## config.mk

```make
export PLATFORM = sky130hd
export DESIGN_NAME = fetch_unit
export DESIGN_NICKNAME = d
export VERILOG_FILES = /design/src/rtl/fetch_unit.sv
export SDC_FILE = /design/constraint.sdc
export NUM_CORES = 1
export LEC_CHECK = 0
export BUFFER_PORTS_ARGS = -buffer_cell sky130_fd_sc_hd__buf_2
export CAP_MARGIN = 20
export CORE_MARGIN = 5
export CORE_UTILIZATION = 32
export DETAILED_ROUTE_END_ITERATION = 6
export GPL_TIMING_DRIVEN = 0
export HOLD_SLACK_MARGIN = 0.08
export MAX_ROUTING_LAYER = met4
export PLACE_DENSITY = 0.65
export SYNTH_ARGS = -nofsm -noshare
export SYNTH_HDL_FRONTEND = slang
export SYNTH_SLANG_ARGS = --single-unit
```

## constraint.sdc

```tcl
create_clock -name clk -period 4.3 [get_ports clk]
set_clock_uncertainty 0.2 [all_clocks]
set_input_delay 0.215 -clock clk [delete_from_list [all_inputs] [get_ports clk]]
set_output_delay 0.215 -clock clk [all_outputs]
set_load 0.03 [all_outputs]
```

## src/rtl/fetch_unit.sv

```systemverilog
// Instruction fetch / PC sequencer: fetches one word per req/ack transaction,
// holds it for the decoder, and picks the next PC from exception/jump/branch.
module fetch_unit #(
   parameter logic [31:0] RESET_PC   = 32'h0000_0000,
   parameter logic [31:0] EXC_VECTOR = 32'h8000_0180
) (
   input  logic        clk,
   input  logic        rst,
   output logic        imem_req,
   output logic [31:0] imem_addr,
   input  logic        imem_ack,
   input  logic [31:0] imem_rdata,
   output logic [31:0] instr,
   output logic [5:0]  opcode,
   output logic        instr_valid,
   input  logic        instr_ready,
   input  logic        jump,
   input  logic        branch,
   input  logic        exception,
   input  logic        zero,
   output logic [31:0] pc_out,
   output logic [31:0] pc_plus4,
   output logic [31:0] epc,
   output logic [31:0] instr_count,
   output logic [1:0]  o_state
);

   typedef enum logic [1:0] {
      S_IDLE = 2'd0,
      S_REQ  = 2'd1,
      S_HOLD = 2'd2
   } state_t;

   state_t      r_state;
   logic [31:0] r_pc;
   logic [31:0] r_instr;
   logic [31:0] r_epc;
   logic [31:0] r_count;
   logic        r_req;
   logic        r_valid;

   logic [31:0] w_pc_plus4;
   logic [31:0] w_jump_target;
   logic [31:0] w_br_offset;
   logic [31:0] w_br_target;

   assign w_pc_plus4    = r_pc + 32'd4;
   assign w_jump_target = {w_pc_plus4[31:28], r_instr[25:0], 2'b00};
   assign w_br_offset   = {{14{r_instr[15]}}, r_instr[15:0], 2'b00};
   assign w_br_target   = w_pc_plus4 + w_br_offset;

   // Handshakes: a memory word transfers on an edge with imem_req && imem_ack;
   // an instruction is consumed on an edge with instr_valid && instr_ready.
   // Decoder feedback (jump/branch/exception/zero) is only looked at on that edge.
   always_ff @(posedge clk) begin
      if (rst) begin
         r_state <= S_IDLE;
         r_pc    <= RESET_PC;
         r_instr <= 32'd0;
         r_epc   <= 32'd0;
         r_count <= 32'd0;
         r_req   <= 1'b0;
         r_valid <= 1'b0;
      end else begin
         case (r_state)
            S_IDLE: begin
               r_state <= S_REQ;
               r_req   <= 1'b1;
            end
            S_REQ: begin
               if (imem_ack) begin
                  r_instr <= imem_rdata;
                  r_state <= S_HOLD;
                  r_req   <= 1'b0;
                  r_valid <= 1'b1;
               end
            end
            S_HOLD: begin
               if (instr_ready) begin
                  if (exception) begin
                     r_pc  <= EXC_VECTOR;
                     r_epc <= r_pc;
                  end else if (jump) begin
                     r_pc <= w_jump_target;
                  end else if (branch && zero) begin
                     r_pc <= w_br_target;
                  end else begin
                     r_pc <= w_pc_plus4;
                  end
                  r_count <= r_count + 32'd1;
                  r_state <= S_REQ;
                  r_req   <= 1'b1;
                  r_valid <= 1'b0;
               end
            end
            default: begin
               r_state <= S_IDLE;
               r_req   <= 1'b0;
               r_valid <= 1'b0;
            end
         endcase
      end
   end

   assign imem_req    = r_req;
   assign imem_addr   = r_pc;
   assign instr       = r_instr;
   assign opcode      = r_instr[31:26];
   assign instr_valid = r_valid;
   assign pc_out      = r_pc;
   assign pc_plus4    = w_pc_plus4;
   assign epc         = r_epc;
   assign instr_count = r_count;
   assign o_state     = r_state;

endmodule

```

== Word-level counts from Yosys, hierarchy flattened ==
Index checks and enable logic that the tools add are counted.

* Eq/ne operators: 4
* Multiplexer cells: 12
* Add/subtract/negate cells: 3
* Reduce and logical (&&, ||, !) cells: 7
* Bitwise logic cells: 1

{| class="wikitable"
|+ Operators with widths
! kind !! number
|-
| 2-to-1 mux 32 bit || 3
|-
| adder 32 x 1 -> 32 bit (second input constant) || 1
|-
| adder 32 x 3 -> 32 bit (second input constant) || 1
|-
| adder 32 bit || 1
|-
| one-hot mux 1 bit (3 select lines) || 2
|-
| one-hot mux 2 bit (3 select lines) || 1
|-
| AND reduction 2 bit || 3
|-
| AND reduction 3 bit || 2
|-
| 2-to-1 mux 1 bit || 4
|-
| 2-to-1 mux 2 bit || 2
|-
| inequality test 2 bit (second input constant) || 2
|-
| equality test 2 x 1 -> 1 bit (second input constant) || 1
|-
| equality test 2 bit (second input constant) || 1
|-
| logical NOT 2 bit || 1
|-
| logical AND 1 bit || 1
|-
| NOT 1 bit || 1
|}

* Output and inout bits: 202
* Flip-flop bits (word level): 132
* Input bits: 40

== Depth between registers and ports, before layout ==
* Depth after elaboration: 5
* Mapped depth: 18

== Least setup slack after synthesis ==
OpenSTA, ideal clock, no wires.

* Path kind: register to register
* Start: register r_pc[2], in the netlist imem_addr[2]
* End: register r_pc[31], in the netlist imem_addr[31]
* Path slack: -0.168 ns
* Arrival: 4.189 ns
* Data required time: 4.021 ns
* Library setup time: 0.079 ns
* Cell stages (with the launch flop): 18
* Period minus slack after synthesis: 4.468 ns
* Cell sequence: dfxtp_1 > ha_1 > nand3_1 > nor2_1 > nand2_1 > xnor2_1 > ha_1 > clkbuf_2 > a21oi_2 > o211ai_1 > a311oi_2 > a211oi_2 > o31ai_2 > o21ai_1 > xnor2_1 > nor2_1 > xnor2_1 > a211oi_2

* Cells in the longest elaborated chain, start to end: 5

{| class="wikitable"
|+ Ends and longest elaborated chain
! what !! line !! RTL
|-
| start: declaration || 35 || <nowiki>logic [31:0] r_pc;</nowiki>
|-
| start signal: assignment || 84 || <nowiki>r_pc <= w_jump_target;</nowiki>
|-
| start signal: assignment || 86 || <nowiki>r_pc <= w_br_target;</nowiki>
|-
| start signal: assignment || 88 || <nowiki>r_pc <= w_pc_plus4;</nowiki>
|-
| adder 32 x 3 -> 32 bit || 47 || <nowiki>assign w_pc_plus4 = r_pc + 32'd4;</nowiki>
|-
| named net pc_plus4[16] || 22 || <nowiki>output logic [31:0] pc_plus4,</nowiki>
|-
| adder 32 bit || 50 || <nowiki>assign w_br_target = w_pc_plus4 + w_br_offset;</nowiki>
|-
| 2-to-1 mux 32 bit || 85 || <nowiki>end else if (branch && zero) begin</nowiki>
|-
| 2-to-1 mux 32 bit || 83 || <nowiki>end else if (jump) begin</nowiki>
|-
| 2-to-1 mux 32 bit || 80 || <nowiki>if (exception) begin</nowiki>
|}

The timed path passes the listed nets, and every way through them passes these cells.
A chain may end at the register's enable or synchronous reset.

== Worst setup path after layout ==
* Start: register r_pc[6], in the netlist imem_addr[6]
* End: register r_pc[30], in the netlist imem_addr[30]

* Cells in the longest elaborated chain, start to end: 5

{| class="wikitable"
|+ Ends and longest elaborated chain
! what !! line
|-
| adder 32 x 3 -> 32 bit * || 47
|-
| adder 32 bit || 50
|-
| 2-to-1 mux 32 bit || 85
|-
| 2-to-1 mux 32 bit * || 83
|-
| 2-to-1 mux 32 bit * || 80
|}

Mark *: on every way between the ends. The rest lies on a longest branch, timed or not.

==> results.md <==
- Cell Area, Synth: a little under 8000 um2
- Async S/R FF share, synth: 0%
- Crit path launch type: flip-flop
- Largest net degree at the start of global routing: 22
- CTS tree: done
- Starting Density: approximately a third
- Post-Route Utilization: ~44%
- Tot GR Track Use: approximately a fifth
- Clock period minus worst slack: about 4100 ps
- Crit path kind: flip-flop to flip-flop
- Peak supply drop: 0.217 mV
- Max Fclk: approximately 240 MHz
- Rel. slew slack: around 28%
- Vias in the first global route: between 7,000 and 8,000
- Die height: 165 um
- Rows: 56
- PortBufs: 232
- Power Density: a little under 300 nW/um2
- Final HPWL DP: about 21,000 um
- Cell variety after synth: 75
- WL final: 28,600 um
- Reg clk slew, reported paths: roughly 60 ps
- Worst Tran Pin Value: between 1000 and 1500 ps
- Clock Path Buffers: 2
- First-pass GRT wire length: about 43,000 um
- Outcome: finished clean
- Mean post-synth cell area: approximately 7.8 um2
- Clk Latency, worst-skew pair: approximately 430 ps
- Post-placement cell area: 9310 um2
- EDFF count, synth: 0
- Initial antenna violation count: 0
- Prevailing post-synth register cell: dfxtp_1
- Worst hold slack: about 110 ps
- CTS sink count: between 100 and 150
- Lkg Pwr: ~4.7 nW
- #FFs+latches synth: 127
- Final setup viols: 0
- Layout cells sized above 1: between 20 and 30%
- Iter 0 DRT Violations: approximately 640
- Register area share after synthesis: between 30% and 40%
- Total number of yosys warnings: 0
- Syn-to-layout area delta: 34.8%
- Mapped Cells: 992
- Pins Over Slew Limit: 0
- Nets: about 1,400
- Pwr Total: slightly above 3 mW
- Chip width: roughly 170 um
- Worst setup EP type: flip-flop
- DR DRC count: 0
- Grt total ovfl: 0
- Crit-path max FO: 7
- Max-cap viol count: 0
- Worst hold path type: primary input to flip-flop
- Antenna cells: 0
- Ports: roughly 240
- CTS HTree Levels: 4
- CTS buffer count: 17
- Vias/cell: 4.98
- Design area: 10,400 um2
- Die Area: 27,200 um2
- Worst Setup Slack post-DPL: -354 ps
- Wire per inst: 17.7 um
- Via Count: about 8,100
- Final Wtd Congestion: about 0.94
- Core area: approximately 24,000 um2
- Pre-antenna DRT Iters: 6
- Root Buffer Master: clkbuf_16
- WP data arrival: 4250 ps
- Final-layout fill cell count: roughly 2,400
- Final worst-path cycle share: a little over nine tenths
- Final hold violations: 0
- Worst path required time: between 4000 and 5000 ps
- Final ANT Viol Nets: 0
- Final worst slack: just under 200 ps
- Flop2flop setup slack: between 150 and 200 ps
per-layer routing:
layer / vias up / part of all wire [%] / GRT usage, %
met1: 3769 / 45 / 27.5
met3: 33 / 6.8 / 3.87
met5: - / 0 / -
met2: 285 / 47 / 33.0
met4: 0 / 1.7 / 5.33
li1: 3972 / - / -
power breakdown:
part | leakage, nW | internal [mW] | switching (mW)
sequential | 1.03 | 1.19 | 0.0284
combinational | 3.34 | 0.115 | 0.219
clock | 0.302 | 0.888 | 0.646
cells by family (layout without fill, tap and decap cells):
| kind of cell | Yosys count | in the layout | share of synthesized area, % |
|---|---|---|---|
| and+or+nand+nor | 407 | 407 | 25.7 |
| AOI/OAI and AO/OA | 233 | 233 | 18.3 |
| DFF | 127 | 127 | 33.1 |
| muxes | 3 | 3 | 0.391 |
| adders and majority gates | 37 | 37 | 6.12 |
| xor gates and xnor gates | 76 | 76 | 8.76 |
| buffers and inverters | 108 | 408 | 7.55 |
| other | 1 | 8 | 0.0488 |
synth_stat cells, drive strengths merged, types with 2 or more instances:
master	n	area, um2
nand2	199	752
dfxtp	127	2540
a21oi	115	579
nor2	87	342
buf	48	354
o21ai	47	235
xnor2	45	402
clkbuf	44	166
ha	36	450
xor2	31	272
nand3	25	143
nand4	18	173
inv	15	56.3
nor3	15	97.6
nand2b	13	88.8
a211oi	12	105
and3	11	78.8
a21o	8	60.1
and2	8	55.1
o211ai	8	60.1
nor2b	6	37.5
o31ai	6	60.1
a22oi	5	37.5
a31oi	5	31.3
and4	5	46.3
or3	5	31.3
a32oi	4	35.0
a32o	3	30.0
and2b	3	26.3
mux2i	3	30.0
nor4	3	33.8
o2111ai	3	26.3
o21bai	3	22.5
o311ai	3	26.3
or2	3	21.3
a2111oi	2	17.5
a311oi	2	23.8
o21a	2	15.0
area by class of cell:
cell class                 count  area [um2]  area share [%]
clock buffer                  17         425            4.10
clock inverter                15         193            1.86
buffer                        92         520            5.02
inverter                      16        60.1           0.579
multi-input combinational    764        4690            45.3
tap                          319         399            3.85
sequential                   127        2550            24.6
timing repair buffer         268        1520            14.7
through the flow:
stage / std cells / setup TNS [ps]
floorplan: 999 / 0
global placement: 1550 / -1010
detailed placement: 1550 / -747
CTS: 1618 / 0
global route: 1618 / -57.2
finish: 1618 / 0
worst max-delay path, cell delays in order (launching register included):
cell and delay (ps):
dfxtp_1 490, and3_1 270, and3_4 230, nand2_2 80
or2_4 310, nor2_4 180, nand3_1 120, xnor2_1 420
ha_1 320, clkbuf_1 190, nand2_1 120, nand2b_1 60
a21oi_1 170, o21ai_0 200, nor4_2 410, nor3_1 100
a211oi_2 140
final timing paths:
kind	start	endpoint	depth (start not counted)
setup / recovery	imem_addr[6]	imem_addr[30]	16
hold / removal	zero	imem_addr[20]	4
setup reg to reg	imem_addr[6]	imem_addr[30]	16
hold reg to reg	epc[26]	epc[26]	2
registers in the layout (all words and copies together), names as in the netlist:
signal	cells
imem_addr	30
instr	32
instr_count	32
o_state	2
epc	30
instr_valid	1
placed cells by master (no fill, tap or decap), types with 30 or more instances in the layout:
| cell type | instances |
|---|---|
| clkbuf_1 | 43 |
| nand2_1 | 197 |
| xnor2_1 | 40 |
| dfxtp_1 | 120 |
| ha_1 | 35 |
| dlygate4sd3_1 | 36 |
| buf_2 | 233 |
| o21ai_0 | 37 |
| xor2_1 | 30 |
| buf_4 | 46 |
| nor2_1 | 84 |
| a21oi_1 | 113 |
what timing repair did:
item | 4_1_cts | 5_1_grt
cloned | 0 | 0
setup buffers | 0 | 0
endpoints found under the setup margin | 6 | 8
gates resized for setup | 6 | 17
hold endpoints to repair | 38 | 0
hold buffers | 36 | 0
Power figures use the tool's default switching activity.
